<file path="config.mk">
export PLATFORM = sky130hd
export DESIGN_NAME = key_conditioner
export DESIGN_NICKNAME = d
export VERILOG_FILES = /design/src/rtl/key_conditioner.sv
export SDC_FILE = /design/constraint.sdc
export NUM_CORES = 1
export LEC_CHECK = 0
export CAP_MARGIN = 30
export CORE_MARGIN = 2
export CORE_UTILIZATION = 33
export CTS_BUF_LIST = sky130_fd_sc_hd__clkbuf_8
export DETAILED_ROUTE_END_ITERATION = 16
export PLACE_DENSITY = 0.55
export SLEW_MARGIN = 5
export SYNTH_ARGS = -nofsm -noshare
export SYNTH_HDL_FRONTEND = slang
export SYNTH_SLANG_ARGS = --single-unit
export TNS_END_PERCENT = 1
</file>
<file path="constraint.sdc">
create_clock -name clk -period 2.5 [get_ports clk]
set_clock_uncertainty 0.1 [all_clocks]
set_input_delay 0.25 -clock clk [delete_from_list [all_inputs] [get_ports clk]]
set_output_delay 0.25 -clock clk [all_outputs]
set_load 0.03 [all_outputs]
</file>
<file path="src/rtl/key_conditioner.sv">
// key_conditioner: turns raw active-low push-buttons into debounced levels and
// one-cycle press/release pulses. Each key has its own 2-flop synchronizer,
// debounce counter and 4-state FSM. All outputs are registered.
// Optional feature macro: KEY_AUTO_REPEAT_EN (auto-repeat press pulses while held).
module key_conditioner #(
    parameter int NUM_KEYS        = 2,
    parameter int DEBOUNCE_CYCLES = 250000,
    parameter int CNT_W           = 18,
    parameter int REPEAT_DELAY    = 25000000,
    parameter int REPEAT_PERIOD   = 5000000
) (
    input  logic                clk,
    input  logic                reset,
    input  logic [NUM_KEYS-1:0] key_n,
    output logic [NUM_KEYS-1:0] pressed,
    output logic [NUM_KEYS-1:0] press_pulse,
    output logic [NUM_KEYS-1:0] release_pulse
);

    typedef enum logic [1:0] {
        ST_IDLE         = 2'd0,
        ST_PRESS_WAIT   = 2'd1,
        ST_HELD         = 2'd2,
        ST_RELEASE_WAIT = 2'd3
    } state_t;

    // Last counter value of a debounce window: a change is accepted when the
    // counter has reached this value and the new level is still present.
    localparam logic [CNT_W-1:0] CNT_LAST = CNT_W'(DEBOUNCE_CYCLES - 1);

    // Reject parameter sets that cannot work at elaboration time.
    if (DEBOUNCE_CYCLES < 2 || REPEAT_DELAY < 1 || REPEAT_PERIOD < 1) begin : g_bad_params
        $error("key_conditioner: DEBOUNCE_CYCLES must be >= 2 and repeat timings >= 1");
    end

    logic [NUM_KEYS-1:0] sync1_d, sync1_q;
    logic [NUM_KEYS-1:0] sync2_d, sync2_q;
    state_t              state_d [NUM_KEYS];
    state_t              state_q [NUM_KEYS];
    logic [CNT_W-1:0]    cnt_d   [NUM_KEYS];
    logic [CNT_W-1:0]    cnt_q   [NUM_KEYS];
    logic [NUM_KEYS-1:0] pressed_d, pressed_q;
    logic [NUM_KEYS-1:0] press_pulse_d, press_pulse_q;
    logic [NUM_KEYS-1:0] release_pulse_d, release_pulse_q;

`ifdef KEY_AUTO_REPEAT_EN
    localparam logic [31:0] REP_FIRST = 32'(REPEAT_DELAY - 1);
    localparam logic [31:0] REP_NEXT  = 32'(REPEAT_PERIOD - 1);

    // rep_arm marks that the first (long) repeat delay has already elapsed.
    logic [31:0]         rep_cnt_d [NUM_KEYS];
    logic [31:0]         rep_cnt_q [NUM_KEYS];
    logic [NUM_KEYS-1:0] rep_arm_d, rep_arm_q;
`endif

    // Synchronizer inputs: invert so that 1 means pressed.
    always_comb begin
        sync1_d = ~key_n;
        sync2_d = sync1_q;
    end

    // Per-key debounce FSM: next state, counter and registered-output values.
    always_comb begin
        for (int k = 0; k < NUM_KEYS; k++) begin
            state_d[k]         = state_q[k];
            cnt_d[k]           = cnt_q[k];
            pressed_d[k]       = pressed_q[k];
            press_pulse_d[k]   = 1'b0;
            release_pulse_d[k] = 1'b0;
`ifdef KEY_AUTO_REPEAT_EN
            rep_cnt_d[k] = 32'd0;
            rep_arm_d[k] = 1'b0;
`endif
            case (state_q[k])
                ST_IDLE: begin
                    cnt_d[k]     = '0;
                    pressed_d[k] = 1'b0;
                    if (sync2_q[k]) begin
                        state_d[k] = ST_PRESS_WAIT;
                    end else begin
                        state_d[k] = ST_IDLE;
                    end
                end
                ST_PRESS_WAIT: begin
                    if (!sync2_q[k]) begin
                        // Bounce: drop back without any pulse.
                        state_d[k] = ST_IDLE;
                        cnt_d[k]   = '0;
                    end else if (cnt_q[k] == CNT_LAST) begin
                        state_d[k]       = ST_HELD;
                        cnt_d[k]         = '0;
                        pressed_d[k]     = 1'b1;
                        press_pulse_d[k] = 1'b1;
                    end else begin
                        cnt_d[k] = cnt_q[k] + CNT_W'(1);
                    end
                end
                ST_HELD: begin
                    cnt_d[k]     = '0;
                    pressed_d[k] = 1'b1;
                    if (!sync2_q[k]) begin
                        state_d[k] = ST_RELEASE_WAIT;
                    end else begin
                        state_d[k] = ST_HELD;
`ifdef KEY_AUTO_REPEAT_EN
                        rep_arm_d[k] = rep_arm_q[k];
                        if (rep_cnt_q[k] == (rep_arm_q[k] ? REP_NEXT : REP_FIRST)) begin
                            press_pulse_d[k] = 1'b1;
                            rep_cnt_d[k]     = 32'd0;
                            rep_arm_d[k]     = 1'b1;
                        end else begin
                            rep_cnt_d[k] = rep_cnt_q[k] + 32'd1;
                        end
`endif
                    end
                end
                ST_RELEASE_WAIT: begin
                    if (sync2_q[k]) begin
                        // Release bounce: back to held, no pulse.
                        state_d[k] = ST_HELD;
                        cnt_d[k]   = '0;
                    end else if (cnt_q[k] == CNT_LAST) begin
                        state_d[k]         = ST_IDLE;
                        cnt_d[k]           = '0;
                        pressed_d[k]       = 1'b0;
                        release_pulse_d[k] = 1'b1;
                    end else begin
                        cnt_d[k] = cnt_q[k] + CNT_W'(1);
                    end
                end
                default: begin
                    state_d[k]   = ST_IDLE;
                    cnt_d[k]     = '0;
                    pressed_d[k] = 1'b0;
                end
            endcase
        end
    end

    // State, synchronizer and output registers with asynchronous reset.
    always_ff @(posedge clk or posedge reset) begin
        if (reset) begin
            sync1_q         <= '0;
            sync2_q         <= '0;
            pressed_q       <= '0;
            press_pulse_q   <= '0;
            release_pulse_q <= '0;
            for (int k = 0; k < NUM_KEYS; k++) begin
                state_q[k] <= ST_IDLE;
                cnt_q[k]   <= '0;
            end
        end else begin
            sync1_q         <= sync1_d;
            sync2_q         <= sync2_d;
            pressed_q       <= pressed_d;
            press_pulse_q   <= press_pulse_d;
            release_pulse_q <= release_pulse_d;
            for (int k = 0; k < NUM_KEYS; k++) begin
                state_q[k] <= state_d[k];
                cnt_q[k]   <= cnt_d[k];
            end
        end
    end

`ifdef KEY_AUTO_REPEAT_EN
    // Auto-repeat timing registers, cleared whenever a key is not held.
    always_ff @(posedge clk or posedge reset) begin
        if (reset) begin
            rep_arm_q <= '0;
            for (int k = 0; k < NUM_KEYS; k++) begin
                rep_cnt_q[k] <= 32'd0;
            end
        end else begin
            rep_arm_q <= rep_arm_d;
            for (int k = 0; k < NUM_KEYS; k++) begin
                rep_cnt_q[k] <= rep_cnt_d[k];
            end
        end
    end
`endif

    assign pressed       = pressed_q;
    assign press_pulse   = press_pulse_q;
    assign release_pulse = release_pulse_q;

endmodule

</file>
==> impl_metrics.xml, run 1 <==
<?xml version="1.0" encoding="UTF-8"?>
<metrics>
  <group name="cts">
    <metric name="root_buffer" unit="">sky130_fd_sc_hd__clkbuf_8</metric>
    <metric name="cts-htree-levels" unit="">2</metric>
    <metric name="clock_tree_from_tritoncts" unit="">yes</metric>
    <metric name="clkTransAtPathRegs" unit="ns">0.09</metric>
    <metric name="cts_setup_buffers" unit="">0</metric>
    <metric name="clkLatencyLatePin" unit="ns">0.30</metric>
    <metric name="cts-root-to-sink-buffers" unit="">2</metric>
    <metric name="cts_hold_buf" unit="">0</metric>
    <metric name="cts-buffers-inserted" unit="">5</metric>
    <metric name="postCtsResizedCells" unit="">0</metric>
    <metric name="clkSinkCount" unit="">50</metric>
  </group>
  <group name="timing">
    <metric name="layout_min_cycle_time" unit="ns">2.04</metric>
    <metric name="grt_setup_unrepaired" unit="">false</metric>
    <metric name="timing_max_transition_violations_final" unit="">0</metric>
    <metric name="finalSetupViolations" unit="">0</metric>
    <metric name="timing.max_slew.rel_slack" unit="%">52.0</metric>
    <metric name="timing.setup.tns" unit="ns">0</metric>
    <metric name="fin_crit_sh" unit="%">81.6</metric>
    <metric name="worst_slack" unit="ns">0.459</metric>
    <metric name="max_clock_freq" unit="MHz">490</metric>
    <metric name="tightest_slew" unit="ns">0.714</metric>
    <metric name="hold_viol_final" unit="">0</metric>
  </group>
  <group name="synthesis">
    <metric name="synth.top_cell.area_share" unit="%">51.2</metric>
    <metric name="synthFlopType" unit="">sky130_fd_sc_hd__dfrtp_1</metric>
    <metric name="post_synth_num_cell_types" unit="">42</metric>
    <metric name="syn_inst" unit="">243</metric>
    <metric name="synth_fp_nets" unit="">257</metric>
    <metric name="synth_seq_area_share" unit="%">51.2</metric>
    <metric name="synth.yosys.warnings" unit="">0</metric>
    <metric name="synth-seq-cells" unit="">50</metric>
    <metric name="number_of_enable_flip_flop_cells_after_synthesis" unit="">0</metric>
    <metric name="main_area_contributors_after_synthesis" unit="">sky130_fd_sc_hd__dfrtp_1, sky130_fd_sc_hd__nor2_1, sky130_fd_sc_hd__xor2_1</metric>
    <metric name="synth_area_per_cell" unit="um2">10.1</metric>
    <metric name="synth.largest_area_cell" unit="">sky130_fd_sc_hd__dfrtp_1</metric>
    <metric name="async_flop_share" unit="%">100</metric>
    <metric name="netlist_area" unit="mm2">0.00244</metric>
  </group>
  <group name="pwr">
    <metric name="power.static_leakage" unit="uW">0.00116</metric>
    <metric name="internal-power" unit="uW">1380</metric>
    <metric name="power.share.combinational" unit="%">25.4</metric>
    <metric name="p_sw_share" unit="%">31.3</metric>
    <metric name="ir_worst_vdd" unit="mV">0.524</metric>
    <metric name="power_density" unit="mW/mm2">731</metric>
    <metric name="sequentialPowerShare" unit="%">47.0</metric>
    <metric name="power.share.clock" unit="%">27.6</metric>
    <metric name="net_load_switching_power" unit="uW">629</metric>
  </group>
  <group name="worst_hold_path">
    <metric name="hold_path.startpoint" unit="">sync1_q[1]</metric>
    <metric name="whs_path_depth" unit="">0</metric>
    <metric name="worstHoldPathType" unit="">reg -&gt; reg</metric>
  </group>
  <group name="setup_path">
    <metric name="worstSetupPathType" unit="">reg -&gt; reg</metric>
    <metric name="worstPathArrival" unit="ns">2.13</metric>
    <metric name="critical_path.startpoint" unit="">cnt_q[28]</metric>
    <metric name="cp_endpoint_kind" unit="">register</metric>
    <metric name="cp.required" unit="ns">2.59</metric>
    <metric name="worstReg2RegStart" unit="">cnt_q[28]</metric>
    <metric name="start_kind" unit="">register</metric>
    <metric name="crit_path_max_fanout" unit="">18</metric>
    <metric name="timing.reg2reg.worst_path_depth" unit="">5</metric>
  </group>
  <group name="run_status">
    <metric name="run_status" unit="">finished, final reports clean</metric>
  </group>
  <group name="grt">
    <metric name="largest_net_degree_at_the_start_of_global_routing" unit="">51</metric>
    <metric name="grt_use_total" unit="%">10.9</metric>
    <metric name="grt_pass1_vias" unit="">1605</metric>
    <metric name="antenna_found_initial" unit="">0</metric>
    <metric name="globalRoute.totalOverflow" unit="">0</metric>
    <metric name="wire_length_of_the_first_global_routing_pass" unit="um">7230</metric>
  </group>
  <group name="detailed_routing">
    <metric name="drt_wl_total" unit="um">4110</metric>
    <metric name="detail_route.iter0.violations" unit="">42</metric>
    <metric name="ant_nets" unit="">0</metric>
    <metric name="firstDrtPassIters" unit="">4</metric>
    <metric name="post-route-drc-count" unit="">0</metric>
    <metric name="drt-vias-per-instance" unit="">4.56</metric>
    <metric name="via_count" unit="">1623</metric>
    <metric name="avgRoutedWirePerCell" unit="um">11.6</metric>
  </group>
  <group name="floorplanning">
    <metric name="rows" unit="">31</metric>
    <metric name="core_region_area" unit="mm2">0.00721</metric>
    <metric name="die_width" unit="um">90.1</metric>
    <metric name="design.die.area" unit="mm2">0.00811</metric>
    <metric name="fp.dieH" unit="um">90.1</metric>
    <metric name="initial_core_util" unit="%">33.9</metric>
    <metric name="num_io_pins" unit="">10</metric>
  </group>
  <group name="flow_run">
    <metric name="max_cap_viol_count" unit="">0</metric>
  </group>
  <group name="placed_design">
    <metric name="port_buffers" unit="">9</metric>
    <metric name="finalWeightedCongestion" unit="">0.737</metric>
    <metric name="place.detailed.hpwl" unit="um">2840</metric>
    <metric name="place_ws" unit="ns">0.460</metric>
  </group>
  <group name="final_layout">
    <metric name="num_antenna_cells" unit="">0</metric>
    <metric name="final_net_count" unit="">271</metric>
    <metric name="final_layout_size_suffix_gt1_share" unit="%">7.78</metric>
    <metric name="area_growth_syn_to_layout" unit="%">12.6</metric>
    <metric name="nFillCells" unit="">739</metric>
    <metric name="final_cell_mix" unit="">sky130_fd_sc_hd__nor2_1, sky130_fd_sc_hd__dfrtp_1, sky130_fd_sc_hd__xor2_1</metric>
  </group>
</metrics>
-- layer usage --
metal  wire length, um  track usage, %  up-vias
met5                 0               0        -
met4                80            4.62        0
met3                72            2.26        8
met2              1930            17.9       11
met1              2030            14.1      761
li1                  -               -      843
-- through the flow --
step | total power [uW] | util [%] | hold WS, ns | cell area, um2 | cells
after floorplan | 1360 | - | 0.209 | 2440 | 243
after global placement | 1470 | 36.7 | 0.233 | 2650 | 349
after detailed placement | 1480 | 36.7 | 0.235 | 2650 | 349
after CTS | 2060 | 38.2 | 0.256 | 2750 | 356
after global routing | 2160 | 38.2 | 0.269 | 2750 | 356
final | 2010 | 38.2 | 0.254 | 2750 | 356
-- path summary, 6_finish.rpt --
check	slack (ns)	endpoint
max	0.46	cnt_q[27]
min	0.25	sync2_q[1]
max reg2reg	0.46	cnt_q[27]
min reg2reg	0.25	sync2_q[1]
max in group asynchronous	1.55	cnt_q[16]
min in group asynchronous	0.33	sync2_q[0]
-- power groups by stage --
stage	registers (uW)	clock network, uW	logic, uW
2_1_floorplan	982	0	380
3_3_place_gp	961	0	510
3_5_place_dp	961	0	523
4_1_cts	946	586	523
5_1_grt	959	617	586
6_report	945	556	511
-- synth_stat cells (all sizes together) (2+ instances only) --
library cell / count
dfrtp: 50
nor2: 50
xor2: 17
nand2: 15
xnor2: 15
nand3: 12
inv: 11
ha: 10
nand4: 10
and3: 7
a21oi: 6
nor3: 6
and2: 3
and4: 3
buf: 3
a211oi: 2
nor3b: 2
nor4: 2
o21ai: 2
or2: 2
-- layout make-up --
type / count / area [um2] / share of cell area, %
timing repair buffer: 10 / 97.6 / 3.55
sequential: 50 / 1250 / 45.5
multi-input combinational: 179 / 1130 / 41.1
clock inverter: 2 / 38.8 / 1.41
clock buffer: 5 / 68.8 / 2.50
tap: 99 / 124 / 4.50
inverter: 11 / 41.3 / 1.50
-- critical path, stage by stage, from the launching register on --
cell and delay [ns]:
sky130_fd_sc_hd__dfrtp_1 0.45, sky130_fd_sc_hd__nor4bb_1 0.34, sky130_fd_sc_hd__nand4_1 0.20, sky130_fd_sc_hd__o21ai_1 0.33, sky130_fd_sc_hd__or2_2 0.40, sky130_fd_sc_hd__nor2_1 0.10
-- registers in the layout, summed over array words and instances, names as in the netlist, named ones only --
register / count
cnt_q: 36
press_pulse: 2
pressed: 2
release_pulse: 2
state_q: 2
sync1_q: 2
sync2_q: 2
-- cell families after synthesis --
group	share of synthesized area, %
DFF	51.2
xor gates and xnor gates	11.5
buffers and inverters	2.51
muxes	0.870
and+or+nand+nor	24.3
adders and majority gates	5.12
AOI/OAI and AO/OA	4.51
No activity file was read; power rests on OpenSTA's default activity.
==> run 2: changes to the inputs <==
Clock period 2.5 ns to 2.1 ns, I/O delays scaled along.
==> impl_metrics.xml, run 2 (synthesis results as in run 1) <==
<?xml version="1.0" encoding="UTF-8"?>
<metrics>
  <group name="run_status">
    <metric name="run_status" unit="">finished, final reports clean</metric>
  </group>
  <group name="cts">
    <metric name="cts-htree-levels" unit="">2</metric>
    <metric name="clock_tree_from_tritoncts" unit="">yes</metric>
    <metric name="clkLatencyLatePin" unit="ns">0.30</metric>
    <metric name="cts-buffers-inserted" unit="">5</metric>
    <metric name="root_buffer" unit="">sky130_fd_sc_hd__clkbuf_8</metric>
    <metric name="cts-root-to-sink-buffers" unit="">2</metric>
    <metric name="cts_hold_buf" unit="">0</metric>
    <metric name="cts_setup_buffers" unit="">0</metric>
    <metric name="postCtsResizedCells" unit="">0</metric>
    <metric name="clkTransAtPathRegs" unit="ns">0.09</metric>
    <metric name="clkSinkCount" unit="">50</metric>
  </group>
  <group name="flow_run">
    <metric name="max_cap_viol_count" unit="">0</metric>
  </group>
  <group name="detailed_routing">
    <metric name="via_count" unit="">1701</metric>
    <metric name="ant_nets" unit="">0</metric>
    <metric name="post-route-drc-count" unit="">0</metric>
    <metric name="drt_wl_total" unit="um">4220</metric>
    <metric name="firstDrtPassIters" unit="">4</metric>
    <metric name="drt-vias-per-instance" unit="">4.70</metric>
    <metric name="detail_route.iter0.violations" unit="">48</metric>
    <metric name="avgRoutedWirePerCell" unit="um">11.7</metric>
  </group>
  <group name="final_layout">
    <metric name="nFillCells" unit="">750</metric>
    <metric name="final-seq-area" unit="mm2">0.00125</metric>
    <metric name="top_register" unit="">cnt_q</metric>
    <metric name="final_net_count" unit="">276</metric>
    <metric name="multi_input_area" unit="mm2">0.00113</metric>
    <metric name="layout.cell_area.non_filler" unit="mm2">0.00279</metric>
    <metric name="final_layout_size_suffix_gt1_share" unit="%">9.51</metric>
    <metric name="area_growth_syn_to_layout" unit="%">14.0</metric>
    <metric name="largest_register_ff_count" unit="">36</metric>
    <metric name="num_antenna_cells" unit="">0</metric>
    <metric name="final_cell_mix" unit="">sky130_fd_sc_hd__nor2_1, sky130_fd_sc_hd__dfrtp_1, sky130_fd_sc_hd__xor2_1</metric>
  </group>
  <group name="floorplanning">
    <metric name="design.die.area" unit="mm2">0.00811</metric>
    <metric name="rows" unit="">31</metric>
    <metric name="fp.dieH" unit="um">90.1</metric>
    <metric name="initial_core_util" unit="%">33.9</metric>
    <metric name="core_region_area" unit="mm2">0.00721</metric>
    <metric name="num_io_pins" unit="">10</metric>
    <metric name="die_width" unit="um">90.1</metric>
  </group>
  <group name="grt">
    <metric name="antenna_found_initial" unit="">0</metric>
    <metric name="grt_pass1_vias" unit="">1625</metric>
    <metric name="globalRoute.totalOverflow" unit="">0</metric>
    <metric name="wire_length_of_the_first_global_routing_pass" unit="um">7490</metric>
    <metric name="largest_net_degree_at_the_start_of_global_routing" unit="">35</metric>
    <metric name="grt_use_total" unit="%">11.3</metric>
  </group>
  <group name="timing">
    <metric name="grt_setup_unrepaired" unit="">false</metric>
    <metric name="timing_max_transition_violations_final" unit="">0</metric>
    <metric name="max_clock_freq" unit="MHz">508</metric>
    <metric name="layout_min_cycle_time" unit="ns">1.97</metric>
    <metric name="fin_crit_sh" unit="%">93.8</metric>
    <metric name="timing.setup.tns" unit="ns">0</metric>
    <metric name="tightest_slew" unit="ns">0.454</metric>
    <metric name="timing.max_slew.rel_slack" unit="%">69.5</metric>
    <metric name="hold_viol_final" unit="">0</metric>
    <metric name="finalSetupViolations" unit="">0</metric>
  </group>
  <group name="placed_design">
    <metric name="place_area" unit="mm2">0.00270</metric>
    <metric name="port_buffers" unit="">9</metric>
    <metric name="finalWeightedCongestion" unit="">0.733</metric>
    <metric name="place.detailed.hpwl" unit="um">2970</metric>
  </group>
  <group name="setup_path">
    <metric name="worstPathArrival" unit="ns">2.05</metric>
    <metric name="critical_path.startpoint" unit="">cnt_q[5]</metric>
    <metric name="crit_path_max_fanout" unit="">16</metric>
    <metric name="worstReg2RegStart" unit="">cnt_q[5]</metric>
    <metric name="cp_endpoint_kind" unit="">register</metric>
    <metric name="start_kind" unit="">register</metric>
    <metric name="worstSetupPathType" unit="">reg -&gt; reg</metric>
    <metric name="cp.required" unit="ns">2.18</metric>
    <metric name="timing.reg2reg.setup_slack" unit="ns">0.13</metric>
  </group>
  <group name="pwr">
    <metric name="internal-power" unit="uW">1570</metric>
    <metric name="p_sw_share" unit="%">32.4</metric>
    <metric name="net_load_switching_power" unit="uW">752</metric>
    <metric name="design_power_total" unit="uW">2320</metric>
    <metric name="power_density" unit="mW/mm2">833</metric>
    <metric name="sequentialPowerShare" unit="%">48.7</metric>
    <metric name="power.share.combinational" unit="%">26.7</metric>
    <metric name="power.share.clock" unit="%">24.6</metric>
    <metric name="ir_worst_vdd" unit="mV">0.451</metric>
    <metric name="power.static_leakage" unit="uW">0.00119</metric>
  </group>
  <group name="worst_hold_path">
    <metric name="worstHoldPathType" unit="">in -&gt; async</metric>
  </group>
</metrics>
==> run 2: cell count changes in the layout (fill, tap and decap cells not counted), sizes merged <==
cell,previous run,this run
bufinv,1,0
inv,11,12
buf,1,6
clkbuf,5,6
==> run 2: cell type report <==
cell class                      count  area share [%]
Multi-Input combinational cell    179            40.6
Clock inverter                      2           0.314
Sequential cell                    50            44.9
Timing Repair Buffer               15            5.30
Clock buffer                        6            2.96
Inverter                           11            1.48
Tap cell                           99            4.45
==> run 2: metal layers <==
metal / vias to the layer above / GRT usage, % / routed length [um]
met4: 0 / 4.23 / 66
met5: - / 0 / 0
met2: 18 / 18.5 / 2020
li1: 855 / - / -
met3: 8 / 2.51 / 88
met1: 820 / 14.6 / 2040
==> run 2: critical path, cell delays in order (launching register included) <==
cell	delay [ns]
sky130_fd_sc_hd__dfrtp_1	0.38
sky130_fd_sc_hd__or4_1	0.54
sky130_fd_sc_hd__nor3_2	0.18
sky130_fd_sc_hd__nand3_2	0.21
sky130_fd_sc_hd__nand2_2	0.34
sky130_fd_sc_hd__nor2_1	0.10
==> run 2: path summary, 6_finish.rpt <==
kind	endpoint	depth (start not counted)
setup / recovery	cnt_q[10]	5
hold / removal	release_pulse[0]	2
setup reg to reg	cnt_q[10]	5
hold reg to reg	sync2_q[0]	0
max in group asynchronous	sync1_q[1]	3
min in group clk	sync2_q[0]	0
==> run 2: power groups by stage <==
stage	Combinational [uW]	Clock (uW)	Sequential, uW
finish	619	571	1130
global route	719	639	1140
CTS	633	599	1130
detailed placement	629	0	1150
global placement	615	0	1140
floorplan	453	0	1170
==> run 2: per-stage QoR <==
step,setup slack (ns),hold slack [ns],instances,util (%)
finish,0.130,0.102,362,38.6
global route,0.00944,0.123,362,38.6
CTS,0.114,0.113,362,38.6
detailed placement,0.122,0.236,354,37.4
global placement,0.168,0.232,354,37.4
floorplan,0.213,0.169,243,-
